===== config.mk =====
export PLATFORM = sky130hd
export DESIGN_NAME = double_trouble_arb
export DESIGN_NICKNAME = d
export VERILOG_FILES = /design/src/rtl/double_trouble_arb_pkg.sv /design/src/rtl/double_trouble_arb_rr_pick4.sv /design/src/rtl/double_trouble_arb.sv
export SDC_FILE = /design/constraint.sdc
export NUM_CORES = 1
export LEC_CHECK = 0
export ABC_AREA = 0
export CORE_MARGIN = 5
export CORE_UTILIZATION = 50
export DETAILED_ROUTE_END_ITERATION = 8
export PLACE_DENSITY = 0.72
export REMOVE_ABC_BUFFERS = 1
export SYNTH_ARGS = -nofsm -noshare
export SYNTH_HDL_FRONTEND = slang
export SYNTH_HIERARCHICAL = 1
export SYNTH_SLANG_ARGS = --single-unit

===== constraint.sdc =====
create_clock -name clk -period 2.7 [get_ports clk]
set_input_delay 0.54 -clock clk [delete_from_list [all_inputs] [get_ports clk]]
set_output_delay 0.54 -clock clk [all_outputs]
set_load 0.05 [all_outputs]

===== src/rtl/double_trouble_arb_pkg.sv =====
// Shared types and constants for the four-requester round-robin arbiter.
package double_trouble_arb_pkg;

  localparam int unsigned NREQ   = 4;
  localparam int unsigned PTR_W  = 2;
  localparam int unsigned HOLD_W = 4;
  localparam int unsigned POP_W  = 3;

  typedef enum logic {
    IDLE  = 1'b0,
    GRANT = 1'b1
  } state_e;

  // Index of the set bit in a one-hot vector (zero for an all-zero vector).
  function automatic logic [PTR_W-1:0] onehot_idx(input logic [NREQ-1:0] oh);
    logic [PTR_W-1:0] idx;
    idx = '0;
    for (int i = 0; i < NREQ; i++) begin
      if (oh[i]) idx = PTR_W'(unsigned'(i));
    end
    return idx;
  endfunction

  function automatic logic [POP_W-1:0] popcount(input logic [NREQ-1:0] v);
    logic [POP_W-1:0] n;
    n = '0;
    for (int i = 0; i < NREQ; i++) begin
      n = n + POP_W'(v[i]);
    end
    return n;
  endfunction

endpackage


===== src/rtl/double_trouble_arb_rr_pick4.sv =====
// Combinational rotating priority pick: first set req bit searching upward from start.
module rr_pick4
  import double_trouble_arb_pkg::*;
(
  input  logic [NREQ-1:0]  req,
  input  logic [PTR_W-1:0] start,
  output logic [NREQ-1:0]  pick,
  output logic             valid
);

  always_comb begin
    logic [PTR_W-1:0] idx;
    pick  = '0;
    valid = |req;
    idx   = '0;
    // Walk the order backwards so the earliest candidate overwrites later ones.
    for (int i = NREQ - 1; i >= 0; i--) begin
      idx = start + PTR_W'(unsigned'(i));
      if (req[idx]) begin
        pick      = '0;
        pick[idx] = 1'b1;
      end
    end
  end

endmodule


===== src/rtl/double_trouble_arb.sv =====
// Round-robin arbiter with bounded hold time and a saturating contention counter.
module double_trouble_arb
  import double_trouble_arb_pkg::*;
#(
  parameter int unsigned MAX_HOLD = 4,
  parameter int unsigned CNT_W    = 8
) (
  input  logic             clk,
  input  logic             rst_n,
  input  logic [NREQ-1:0]  req,
  input  logic             clr,
  output logic [NREQ-1:0]  gnt,
  output logic             busy,
  output logic             contention,
  output logic [CNT_W-1:0] contention_cnt
);

  localparam logic [HOLD_W-1:0] HOLD_LAST = HOLD_W'(MAX_HOLD - 1);

  state_e            state, state_nxt;
  logic [NREQ-1:0]   gnt_nxt;
  logic [PTR_W-1:0]  ptr, ptr_nxt;
  logic [HOLD_W-1:0] hold_cnt, hold_nxt;

  logic [PTR_W-1:0]  owner_next;
  logic [NREQ-1:0]   others;
  logic              own_req;
  logic              others_any;
  logic [NREQ-1:0]   idle_pick, hand_pick;
  logic              idle_valid, hand_valid;
  logic              multi;

  assign owner_next = onehot_idx(gnt) + PTR_W'(1);
  assign others     = req & ~gnt;
  assign own_req    = |(req & gnt);
  assign others_any = |others;
  assign multi      = popcount(req) >= POP_W'(2);

  rr_pick4 u_pick_idle (
    .req   (req),
    .start (ptr),
    .pick  (idle_pick),
    .valid (idle_valid)
  );

  // Handover search excludes the current owner and starts just past it.
  rr_pick4 u_pick_hand (
    .req   (others),
    .start (owner_next),
    .pick  (hand_pick),
    .valid (hand_valid)
  );

  always_ff @(posedge clk or negedge rst_n) begin
    if (!rst_n) begin
      state    <= IDLE;
      gnt      <= '0;
      busy     <= 1'b0;
      ptr      <= '0;
      hold_cnt <= '0;
    end else begin
      state    <= state_nxt;
      gnt      <= gnt_nxt;
      busy     <= (state_nxt == GRANT);
      ptr      <= ptr_nxt;
      hold_cnt <= hold_nxt;
    end
  end

  always_comb begin
    state_nxt = state;
    case (state)
      IDLE:    if (|req) state_nxt = GRANT;
      GRANT:   if (!own_req && !others_any) state_nxt = IDLE;
      default: state_nxt = IDLE;
    endcase
  end

  always_comb begin
    gnt_nxt  = gnt;
    ptr_nxt  = ptr;
    hold_nxt = hold_cnt;
    case (state)
      IDLE: begin
        gnt_nxt  = idle_valid ? idle_pick : '0;
        hold_nxt = '0;
      end
      GRANT: begin
        if (own_req) begin
          if (hold_cnt < HOLD_LAST) begin
            hold_nxt = hold_cnt + HOLD_W'(1);
          end else if (hand_valid) begin
            gnt_nxt  = hand_pick;
            hold_nxt = '0;
            ptr_nxt  = owner_next;
          end
        end else begin
          // Owner released: hand over with no gap, or fall back to idle.
          gnt_nxt  = hand_valid ? hand_pick : '0;
          hold_nxt = '0;
          ptr_nxt  = owner_next;
        end
      end
      default: begin
        gnt_nxt  = '0;
        hold_nxt = '0;
      end
    endcase
  end

  always_ff @(posedge clk or negedge rst_n) begin
    if (!rst_n) begin
      contention     <= 1'b0;
      contention_cnt <= '0;
    end else begin
      contention <= multi;
      if (clr) begin
        contention_cnt <= '0;
      end else if (multi && (contention_cnt != {CNT_W{1'b1}})) begin
        contention_cnt <= contention_cnt + CNT_W'(1);
      end
    end
  end

endmodule


; ---- Yosys cells after proc, flatten, opt, wreduce, memory -nomap -nowiden
; Index checks and enable logic that the tools add are counted.
[totals]
ff_bits = 20
input_bits = 7
output_inout_bits = 14
[classes]
n_addsub = 12
n_lt_le_gt_ge = 18
eq_ne = 6
muxes = 61
bitwise = 4
n_reduce_logical = 18
[ops]
columns = cell, count
row1 = 2-to-1 mux 4 bit, 16
row2 = < comparator 2 x 3 -> 1 bit (second input constant), 8
row3 = 2-to-1 mux 1 bit, 19
row4 = binary-select mux 1 bit (select 2 bit), 8
row5 = demux 1 bit (select 2 bit), 8
row6 = greater-or-equal comparator 2 x 1 -> 1 bit (second input constant), 8
row7 = 2-to-1 mux 8 bit, 2
row8 = case mux 4 bit (2 select lines), 2
row9 = OR reduction 4 bit, 3
row10 = logical AND 1 bit, 10
row11 = 2-to-1 mux 2 bit, 5
row12 = adder 2 bit (second input constant), 4
row13 = adder 8 x 1 -> 8 bit (second input constant), 1
row14 = bitwise AND 4 bit, 2
row15 = != test 8 bit (second input constant), 1
row16 = adder 2 x 1 -> 2 bit (second input constant), 3
row17 = adder 4 x 1 -> 4 bit (second input constant), 1
row18 = < comparator 4 x 2 -> 1 bit (second input constant), 1
row19 = != test 4 x 2 -> 1 bit (second input constant), 1
row20 = NOT 4 bit, 1
row21 = adder 2 x 1 -> 3 bit, 1
row22 = adder 3 x 1 -> 3 bit, 1
row23 = greater-or-equal comparator 3 x 2 -> 1 bit (second input constant), 1
row24 = != test 3 x 2 -> 1 bit (second input constant), 1
row25 = 10 further kinds, 11

; ---- Logic depth before layout (Yosys ltp)
[logic_depth]
ltp_word = 17
ltp_mapped = 11
depth_no_buf = 10

; ---- Cells and area by module
; The synthesis kept the hierarchy.
[modules_own_cells]
columns = module, n_inst, cells_each, area_per_inst_um2, seq_area_each_um2
row1 = double_trouble_arb, 1, 110, 1086.0, 500.5
row2 = rr_pick4, 2, 48, 421.7, 0.0

; ---- Least setup slack after synthesis
; Ideal clock, no wire load.
[synth_timing]
path_kind = reg2reg
startpoint = register gnt[2]
endpoint = register gnt[2]
arrival_time_ns = 2.644
setup_slack_ns = -0.083
stages_incl_launch_ff = 11
path_buffers = 1
cell_sequence = dfrtp_1 -> inv_1 -> a21oi_1 -> buf_6 -> inv_1 -> ha_1 -> mux4_2 -> a211oi_2 -> o31ai_2 -> a32oi_1 -> a21oi_1
[synth_via]
elab_chain_len = 16
elab_cells_between_ends = 51
classes_between = 4 x add/sub / 8 x order compare / 2 x eq/ne / 27 x mux / 3 x bitwise / 7 x reduce/logical
[synth_lines]
columns = element, line_no
row1 = from (decl), double_trouble_arb.sv:12  ; output logic [NREQ-1:0] gnt,
row2 = from (signal assigned), double_trouble_arb.sv:63  ; gnt <= gnt_nxt;
row3 = 2-to-1 mux 2 bit * (2 in a row), double_trouble_arb_pkg.sv:19  ; if (oh[i]) idx = PTR_W'(unsigned'(i));
row4 = adder 2 x 1 -> 2 bit *, double_trouble_arb.sv:33  ; assign owner_next = onehot_idx(gnt) + PTR_W'(1);
row5 = net owner_next[0], double_trouble_arb.sv:25  ; logic [PTR_W-1:0] owner_next;
row6 = adder 2 bit, double_trouble_arb_rr_pick4.sv:18  ; idx = start + PTR_W'(unsigned'(i));
row7 = < comparator 2 x 3 -> 1 bit (not written as such) or greater-or-equal comparator 2 x 1 -> 1 bit (tied branches), double_trouble_arb_rr_pick4.sv:21  ; pick[idx] = 1'b1;
row8 = logical AND 1 bit (not written as such), double_trouble_arb_rr_pick4.sv:21
row9 = 2-to-1 mux 1 bit (not written as such), double_trouble_arb_rr_pick4.sv:21
row10 = demux 1 bit (select 2 bit), -
row11 = 2-to-1 mux 4 bit (3 in a row), double_trouble_arb_rr_pick4.sv:19  ; if (req[idx]) begin
row12 = 2-to-1 mux 4 bit *, double_trouble_arb_rr_pick4.sv:19
row13 = net hand_pick[2], double_trouble_arb.sv:29  ; logic [NREQ-1:0] idle_pick, hand_pick;
row14 = 2-to-1 mux 4 bit, double_trouble_arb.sv:92  ; end else if (hand_valid) begin
row15 = 2-to-1 mux 4 bit, double_trouble_arb.sv:90  ; if (hold_cnt < HOLD_LAST) begin
row16 = 2-to-1 mux 4 bit *, double_trouble_arb.sv:89  ; if (own_req) begin
row17 = case mux 4 bit (2 select lines) *, double_trouble_arb.sv:83  ; case (state)
; Mark *: on every way through the listed nets, which the timed path passes. The rest lies on a longest branch. The select of a mux whose other input is x is not followed.
; A chain may end at the register's enable or synchronous reset.

; ---- Worst setup path in the final report
[layout_timing]
startpoint = input port req[2]
endpoint = register gnt[2]
[layout_via]
elab_chain_len = 11
elab_cells_between_ends = 38
classes_between = 2 x eq/ne / 30 x mux / 2 x bitwise / 4 x reduce/logical
[layout_lines]
columns = element, line_no
row1 = from (decl), double_trouble_arb.sv:10  ; input logic [NREQ-1:0] req,
row2 = bitwise AND 4 bit *, double_trouble_arb.sv:34  ; assign others = req & ~gnt;
row3 = net others[2], double_trouble_arb.sv:26  ; logic [NREQ-1:0] others;
row4 = binary-select mux 1 bit (select 2 bit), double_trouble_arb_rr_pick4.sv:19
row5 = 2-to-1 mux 1 bit (not written as such), double_trouble_arb_rr_pick4.sv:19
row6 = 2-to-1 mux 4 bit (3 in a row), double_trouble_arb_rr_pick4.sv:19
row7 = 2-to-1 mux 4 bit *, double_trouble_arb_rr_pick4.sv:19
row8 = net hand_pick[2], double_trouble_arb.sv:29
row9 = 2-to-1 mux 4 bit, double_trouble_arb.sv:92
row10 = 2-to-1 mux 4 bit, double_trouble_arb.sv:90
row11 = 2-to-1 mux 4 bit *, double_trouble_arb.sv:89
row12 = case mux 4 bit (2 select lines) *, double_trouble_arb.sv:83
; Marks and branches as above.

==> reports/summary.txt <==
Worst-case clock buffer depth: 2
Synth Area per Inst: 9.37 um^2
Post-detail-place hpwl: 3290 um
Gr usage total: 17.6%
Adder-cell share of the synthesized area: 13.4%
Max-slew violation count: 0
Top cell type by total area after synthesis: dfrtp_1
XOR/XNOR Fraction of Synth Area: 0.454%
Share of cells above drive strength 1: 17.6%
Post-synthesis mux area share: 15.2%
Arr. time, crit path: 2.59 ns
Final period util: 90.9%
CP peak stage delay: 0.51 ns
Largest family of logic cells by synthesized area: compound AO/OA/AOI/OAI gates
Clk root buf: clkbuf_8
Synthesis-stage register bit count: 20
Via/cell ratio: 5.88
Worst Setup Slack, final: 0.245 ns
Worst-Margin Slew: 0.510 ns
Hold Startpoint: contention_cnt[5]$_DFFE_PN0P_
Total gr overflow: 0
Worst Path Required: 2.83 ns
Outcome: finished clean
Clk network pwr share: 11.0%
Port Buf Inserts: 20
Worst Setup End Kind: flop
Worst reg2reg path startpoint: gnt[2]$_DFFE_PN0P_
DRC violations left: 0
FMAX: 407 MHz
First-pass GRT wire length: 7550 um
Post-synth EDFFs: 0
Sw Pwr: 1310 uW
Core footprint: 3690 um^2
Routability cong.: 0.919
Setup WS pre-CTS: -0.0233 ns
Final Hold Fails: 0
Post-CTS Setup Bufs: 0
Pwr Density: 1200 nW/um^2
Peak VDD IR: 0.557 mV
Combinational power share: 72.5%
Area delta synth->final: 20.6%
CP Buf/Inv Count: 2
Worst-path cell chain: clkdlybuf4s50_1, nor2b_1, mux4_2, clkinv_2, a211oi_2, o31ai_2, a32oi_1, a21oi_1
Worst-Skew Late Latency: 0.26 ns
CP max-delay cell: clkdlybuf4s50_1
Post-synthesis sequential area ratio: 25.9%
Post-Layout Cell Count: 286
Yosys Warn Count: 6
Post-cts sizing count: 0
Rel. slew slack: 65.9%
Met2 capacity usage during global routing: 27.7%
Final setup violation count: 0
HP Class: reg2reg
Compound-Gate Fraction of Synth Area: 19.9%
# rows: 22
Synth cell types: 47
Max FO, Critical Path: 8
Pre-Repair DR Iteration Count: 4
Crit path kind: in2reg
Cts bufs inserted: 3
Top-area cell type share of the netlist area: 25.9%
Startpoint types: input port
CTS tree: yes
Final wirelength: 4230 um
Initial drt markers: 117
Flop2flop setup slack: 0.30 ns
Antenna viol nets, final: 0
Synth area leaders: dfrtp_1, ha_1, mux4_2, mux2i_1, nand2_1
Cell with the most instances after synthesis: nand2_1
Diode count: 0
Met1 Use GR: 25.1%
RSZ-0062 raised after global routing: no
Max Clock Skew: 0.00157 ns
IO Pins: 21
Met3 Use GR: 4.57%
Post-synthesis instance area: 1930 um^2
Vias: 1683
Worst Setup SP: req[2]
Switch share: 47.0%
Vias in the first global route: 1608
Initial antenna violation count: 0
Seq pwr share: 16.6%
DIE AREA: 5200 um^2
Design area: 2330 um^2
H-tree level count: 1
Asr flop ratio synth: 100%
Post-CTS Hold Fix Bufs: 0
Placed cells: 282
Register clock-pin slew on the reported worst setup and hold paths: 0.08 ns
Dominant synthesized flop cell: dfrtp_1
GRT busiest layer: met2
P_leak: 0.000974 uW
Syn Inst Count: 206
Clock sink count: 20
Average wire per standard cell: 14.8 um
Total of max-cap violations: 0
Die Wd: 72.1 um
Placed Instance Area: 2250 um^2
Tmin final: 2.45 ns
Largest net degree at the start of global routing: 21
NumNets Final: 266
CP top delay family: compound AO/OA/AOI/OAI gates
Top post-synthesis cells by count: nand2_1, dfrtp_1, ha_1, nor2_1, inv_1
Design internal power: 1480 uW
Starting Density: 52.3%
Height of the die: 72.1 um
Post-synthesis simple-gate area fraction: 19.8%
-- registers in the layout (all words and copies together) (netlist names) --
register,flops
gnt,4
hold_cnt,4
contention_cnt,8
ptr,2
contention,1
state,1
-- layout make-up --
type / instances / area [um^2]
Fill cell: 313 / 1360
Inverter: 16 / 62.6
Clock buffer: 3 / 41.3
Tap cell: 48 / 60.1
Timing Repair Buffer: 34 / 305
Clock inverter: 1 / 30.0
Sequential cell: 20 / 500
Multi-Input combinational cell: 164 / 1330
-- metrics by stage --
stage,power [uW],hold slack (ns),setup TNS [ns],util [%]
2_1_floorplan,1980,0.244,-2.01,-
3_5_place_dp,2480,0.528,-0.0233,61.1
6_report,2790,0.550,0,63.1
4_1_cts,2800,0.543,0,63.1
3_3_place_gp,2460,0.539,0,61.1
5_1_grt,3050,0.579,0,63.1
-- layer usage --
layer  wire length [um]  vias up
met5                  0        -
met4                 14        0
met3                220        5
met2               1980       46
met1               2020      812
li1                   -      820
-- final timing paths --
path | to | cells after the start
worst max-delay path | gnt[2]$_DFFE_PN0P_ | 8
worst min-delay path | contention_cnt[5]$_DFFE_PN0P_ | 1
worst max register to register | gnt[0]$_DFFE_PN0P_ | 9
worst min register to register | contention_cnt[5]$_DFFE_PN0P_ | 1
max in group asynchronous | gnt[0]$_DFFE_PN0P_ | 2
min in group asynchronous | contention_cnt[5]$_DFFE_PN0P_ | 2
-- cell usage in the layout, fill, tap and decap left out, drive strengths merged, types with 4 or more instances in the layout --
cell type | Yosys | routed
o22ai | 11 | 11
a31oi | 7 | 7
a21oi | 12 | 12
nor2 | 17 | 17
mux4 | 8 | 8
nand2 | 22 | 22
a211oi | 4 | 4
o21ai | 4 | 4
inv | 14 | 14
a32oi | 4 | 4
buf | 5 | 14
clkdlybuf4s50 | 0 | 20
ha | 19 | 19
nand2b | 8 | 8
nor2b | 7 | 7
dfrtp | 20 | 20
mux2i | 9 | 9
-- cell families after synthesis --
kind of cell	after synthesis
AOI/OAI and AO/OA	53
DFF	20
xor gates and xnor gates	1
buffers and inverters	22
and+or+nand+nor	71
adders and majority gates	20
muxes	19
-- power by group through the flow --
stage	registers, uW	logic (uW)	clock network, uW
floorplan	640	1340	0
global placement	466	1990	0
detailed placement	466	2010	0
CTS	461	2020	314
global route	473	2240	331
finish	462	2020	306
No activity file was read; power rests on OpenSTA's default activity.
